<file path="config.mk">
export PLATFORM = sky130hd
export DESIGN_NAME = program_loader
export DESIGN_NICKNAME = d
export VERILOG_FILES = /design/src/rtl/program_loader.sv
export SDC_FILE = /design/constraint.sdc
export NUM_CORES = 1
export LEC_CHECK = 0
export ABC_CLOCK_PERIOD_IN_PS = 1900
export CAP_MARGIN = 20
export CORE_ASPECT_RATIO = 0.75
export CORE_UTILIZATION = 49
export CTS_CLUSTER_SIZE = 24
export DETAILED_ROUTE_END_ITERATION = 8
export PLACE_DENSITY_LB_ADDON = 0.25
export SYNTH_ARGS = -nofsm -noshare
export SYNTH_HDL_FRONTEND = slang
export SYNTH_SLANG_ARGS = --single-unit
</file>
<file path="constraint.sdc">
create_clock -name clk -period 1.9 [get_ports clk]
set_input_delay 0.285 -clock clk [delete_from_list [all_inputs] [get_ports clk]]
set_output_delay 0.285 -clock clk [all_outputs]
set_load 0.01 [all_outputs]
</file>
<file path="src/rtl/program_loader.sv">
// rtl/program_loader.sv - byte-stream program loader writing 32-bit words into CPU instruction memory
// Stream: header N, 4*N data bytes (MSB first), XOR checksum byte; CPU released only on a good session.
module program_loader #(
  parameter int MEM_WORDS = 32,
  parameter int ADDR_W    = 5
) (
  input  logic              clk,
  input  logic              rst,
  input  logic              start,
  input  logic              rx_valid,
  input  logic [7:0]        rx_byte,
  output logic              rx_ready,
  output logic              load_mem_en,
  output logic [ADDR_W-1:0] load_mem_addr,
  output logic [31:0]       load_mem_data,
  output logic              cpu_rst_n,
  output logic              done,
  output logic              error
);

  // One extra bit so the index can reach N (== MEM_WORDS) after the final write.
  localparam int         CNT_W = ADDR_W + 1;
  localparam logic [8:0] MAX_N = 9'(MEM_WORDS);

  typedef enum logic [2:0] {
    IDLE    = 3'd0,
    HDR     = 3'd1,
    COLLECT = 3'd2,
    WRITE   = 3'd3,
    CHECK   = 3'd4,
    DONE    = 3'd5,
    ERR     = 3'd6
  } state_t;

  state_t            state_q, state_d;
  logic [CNT_W-1:0]  n_q, n_d;
  logic [CNT_W-1:0]  idx_q, idx_d;
  logic [CNT_W-1:0]  idx_inc;
  logic [1:0]        bcnt_q, bcnt_d;
  logic [31:0]       asm_q, asm_d;
  logic [7:0]        xor_q, xor_d;
  logic [ADDR_W-1:0] addr_q, addr_d;
  logic [31:0]       data_q, data_d;
  logic              hdr_bad;

  assign idx_inc = idx_q + CNT_W'(1);
  assign hdr_bad = (rx_byte == 8'd0) || ({1'b0, rx_byte} > MAX_N);

  always_comb begin
    state_d     = state_q;
    n_d         = n_q;
    idx_d       = idx_q;
    bcnt_d      = bcnt_q;
    asm_d       = asm_q;
    xor_d       = xor_q;
    addr_d      = addr_q;
    data_d      = data_q;
    rx_ready    = 1'b0;
    load_mem_en = 1'b0;
    cpu_rst_n   = 1'b0;
    done        = 1'b0;
    error       = 1'b0;

    case (state_q)
      IDLE: begin
        if (start) state_d = HDR;
      end

      HDR: begin
        rx_ready = 1'b1;
        if (rx_valid) begin
          if (hdr_bad) begin
            state_d = ERR;
          end else begin
            n_d     = rx_byte[CNT_W-1:0];
            idx_d   = '0;
            bcnt_d  = 2'd0;
            xor_d   = 8'd0;
            state_d = COLLECT;
          end
        end
      end

      COLLECT: begin
        rx_ready = 1'b1;
        if (rx_valid) begin
          asm_d  = {asm_q[23:0], rx_byte};
          xor_d  = xor_q ^ rx_byte;
          bcnt_d = bcnt_q + 2'd1;
          // Address/data are captured here so they are stable for the whole WRITE cycle and hold afterwards.
          if (bcnt_q == 2'd3) begin
            addr_d  = idx_q[ADDR_W-1:0];
            data_d  = {asm_q[23:0], rx_byte};
            state_d = WRITE;
          end
        end
      end

      WRITE: begin
        load_mem_en = 1'b1;
        idx_d       = idx_inc;
        state_d     = (idx_inc == n_q) ? CHECK : COLLECT;
      end

      CHECK: begin
        rx_ready = 1'b1;
        if (rx_valid) begin
          state_d = (rx_byte == xor_q) ? DONE : ERR;
        end
      end

      DONE: begin
        cpu_rst_n = 1'b1;
        done      = 1'b1;
        if (start) state_d = HDR;
      end

      ERR: begin
        error = 1'b1;
        if (start) state_d = HDR;
      end

      default: state_d = IDLE;
    endcase
  end

  always_ff @(posedge clk) begin
    if (rst) begin
      state_q <= IDLE;
      n_q     <= '0;
      idx_q   <= '0;
      bcnt_q  <= 2'd0;
      asm_q   <= 32'd0;
      xor_q   <= 8'd0;
      addr_q  <= '0;
      data_q  <= 32'd0;
    end else begin
      state_q <= state_d;
      n_q     <= n_d;
      idx_q   <= idx_d;
      bcnt_q  <= bcnt_d;
      asm_q   <= asm_d;
      xor_q   <= xor_d;
      addr_q  <= addr_d;
      data_q  <= data_d;
    end
  end

  assign load_mem_addr = addr_q;
  assign load_mem_data = data_q;

endmodule

</file>
==> metrics.md <==
| Metric | Value |
|---|---|
| Max Cap Viol | 0 |
| Layout cells sized above 1 | 0.149 |
| Min Clock Period, post-route | between 1.5 and 2 ns |
| Drt first pass iters | 5 |
| Largest net degree at the start of global routing | between 40 and 50 |
| Post-Synthesis Cell Area | 0.00372 mm² |
| HPWL Detailed | roughly 6.5 mm |
| Setup ws final | ~0.043 ns |
| WP data arrival | ~1.6 ns |
| Worst endpoint required time | 1.62 ns |
| Synth warn | 0 |
| Post-synth top area share | 0.462 |
| First-pass GRT wire length | ~16 mm |
| Status | completed |
| Cell Count Post-Placement | around 600 |
| Final net count | 547 |
| Inserted Diodes | 0 |
| Cell Rows | 27 |
| Flop and latch count out of synthesis | 86 |
| Final Hold Fails | 0 |
| Vias | around 3.5k |
| Worst hold path class | input port to flop |
| Register area share after synthesis | 0.462 |
| DP Worst Slack | -0.475 ns |
| GRT Util Overall | 0.257 |
| # DRC | 0 |
| Die area | 0.00796 mm² |
| R2R Setup Slk | roughly 0.13 ns |
| WHS | 0.369 ns |
| Gate Count Post-Synth | 465 |
| Period utilisation layout | 0.978 |
| Syn nets | 479 |
| Critical path type | flop to output pin |
| Leading area contributor after synthesis | dfxtp_1 |
| Worst setup startpoint | state_q[1] |
| Drt total wl | about 9.4 mm |
| Reg2Reg Capture Point | state_q[2] |
| RD Place Congestion | 0.789 |
| DR WL/cell | about 15 µm |
| Max Slew Vio Count | 0 |
| Setup TNS | 0 ns |
| CTS tree | yes |
| Avg Vias per Cell | 5.43 |
| Max clock buf depth | 2 |
| Number of synthesized flops with an enable pin | 0 |
| Fin cells | about 640 |
| Total grt overflow | 0 |
| Post-synthesis cell type count | between 50 and 60 |
| FILL cells | 631 |
| IO Count | 54 |
| Power density over the cells | 913 mW/mm² |
| Worst setup SP type | flop |
| Pleak | between 1.5 and 2 nW |
| Initial core utilization | 0.506 |
| Core area | approximately 0.0074 mm² |
| Post-route clock skew | around 0.0074 ns |
| Die height | 77.5 µm |
| VDD IR max | roughly 0.00049 V |
| Worst-Skew Late Latency | 0.36 ns |
| Post-layout util | 0.661 |
| Syn avg cell area | approximately 8.0 µm² |
| Hold EP | asm_q[14] |
| Number of antenna violations at the first check in global routing | 0 |
| Clock tree sinks | 86 |
| Slew margin rel. | 0.691 |
| Max Fclk | around 540 MHz |
| Endpoint type of the worst setup path | output pin |
| Layout area overhead | 30.7% |
| Num CTS Buffers | 9 |
| Critical R2R Launch | state_q[1] |
| R2R cell count | 8 |
| Die width | a little over 100 µm |
| Starting DRT DRC Count | between 150 and 200 |
| Clock root buffer | clkbuf_8 |
| Vias in the first global route | between 3k and 4k |
| Origin of the worst min-delay path | rst |
| ANT nets after route | 0 |
| Setup violators final | 0 |
| I/O Buffers | 53 |
| Top post-synthesis cells by area | dfxtp_1 46%, nand2_1 14%, a21oi_1 9.8% |
| Clk slew on worst S/H paths | 0.09 ns |
| H-tree depth | 3 |
| Worst-margin pin slew | 0.464 ns |
| Prevailing post-synth register cell | dfxtp_1 |
| Hold Path Depth | 2 |
| CP Max Fanout | 6 |
| Post-synth ARST share | 0 |
## state kept, by name, indices dropped and copies added (netlist names)
| name | count |
|---|---|
| load_mem_addr | 5 |
| asm_q | 24 |
| bcnt_q | 2 |
| state_q | 3 |
| idx_q | 6 |
| xor_q | 8 |
| load_mem_data | 32 |
| n_q | 6 |
## placed cells by master (no fill, tap or decap), types with 4 or more instances in the layout
master / synthesis / layout
a211oi_1: 6 / 6
a21oi_1: 73 / 72
buf_4: 1 / 37
clkbuf_8: 0 / 9
clkdlybuf4s50_1: 0 / 44
dfxtp_1: 86 / 81
dlymetal6s2s_1: 0 / 6
inv_1: 5 / 5
mux2i_1: 15 / 15
nand2_1: 141 / 141
nand2b_1: 5 / 5
nor2_1: 20 / 20
o21ai_0: 6 / 6
xnor2_1: 11 / 11
xor2_1: 4 / 4
## through the flow
| stage | cell area (µm²) | power (mW) |
|---|---|---|
| floorplan | 3720 | 2.48 |
| CTS | 4810 | 4.39 |
| global placement | 4490 | 2.75 |
| finish | 4870 | 4.44 |
| global route | 4870 | 4.62 |
| detailed placement | 4490 | 2.78 |
## timing repair
action,CTS,global route
gates cloned,1,0
endpoints found under the setup margin,26,24
hold buffers,0,0
hold endpoints to repair,0,0
pin swaps,3,4
buffers inserted,3,1
gates resized for setup,13,13
## where the power goes
part	internal (mW)	total (mW)	switching [mW]
combinational	0.428	0.874	0.446
clock	0.894	1.59	0.693
sequential	1.89	1.98	0.0972
## per-layer routing
layer / share of wire / wire length (µm) / GRT usage / vias up
met5: 0 / 0 / 0 / -
met4: 0.016 / 154 / 0.0771 / 0
met3: 0.057 / 531 / 0.0586 / 17
met2: 0.45 / 4180 / 0.388 / 112
met1: 0.48 / 4500 / 0.362 / 1638
li1: - / - / - / 1704
## worst max path at each step
stage | endpoint | slack [ns] | cells past startpoint
after floorplan | idx_q[4] | 0.06 | 6
after global placement | n_q[0] | -0.43 | 6
after detailed placement | idx_q[2] | -0.48 | 6
after CTS | error | 0.009 | 3
after global routing | error | -0.002 | 3
final | error | 0.04 | 3
## synthesized netlist by cell type (all sizes together) (2+ instances only)
cell,count
nor2b,5
or3,3
o2111ai,2
nor3,3
and2,3
xor2,4
dfxtp,86
nand2b,5
nand3b,2
nand2,141
xnor2,11
nor2,21
mux2i,15
a21oi,73
nand3,3
nand4,3
a21o,2
a311o,2
inv,5
o21ai,10
clkbuf,22
a31oi,3
a211oi,6
buf,15
ha,2
## kinds of logic (layout without fill, tap and decap cells)
group                    Yosys count  in the layout  share of synthesized area
flip-flops                        86             86                      0.462
AND/OR/NAND/NOR                  194            195                      0.225
multiplexers                      16             16                     0.0433
AO/OA/AOI/OAI                    110            110                      0.176
XOR/XNOR                          15             15                     0.0353
buffers and inverters             42            114                     0.0504
adder cells (fa/ha/maj)            2              2                    0.00672
## worst max-delay path, stage by stage (launching register included)
cell and delay (ns):
dfxtp_4 0.41, nor2b_4 0.16, and2_1 0.12, clkdlybuf4s50_1 0.53
## area by class of cell
| cell class | instances | area [µm²] | share of cell area |
|---|---|---|---|
| Tap cell | 101 | 126 | 0.0260 |
| Inverter | 5 | 18.8 | 0.00386 |
| Multi-Input combinational cell | 338 | 1880 | 0.387 |
| Clock buffer | 9 | 124 | 0.0254 |
| Timing Repair Buffer | 93 | 852 | 0.175 |
| Clock inverter | 7 | 128 | 0.0262 |
| Sequential cell | 86 | 1740 | 0.356 |
Note: power is estimated with default switching activity, not from simulation.
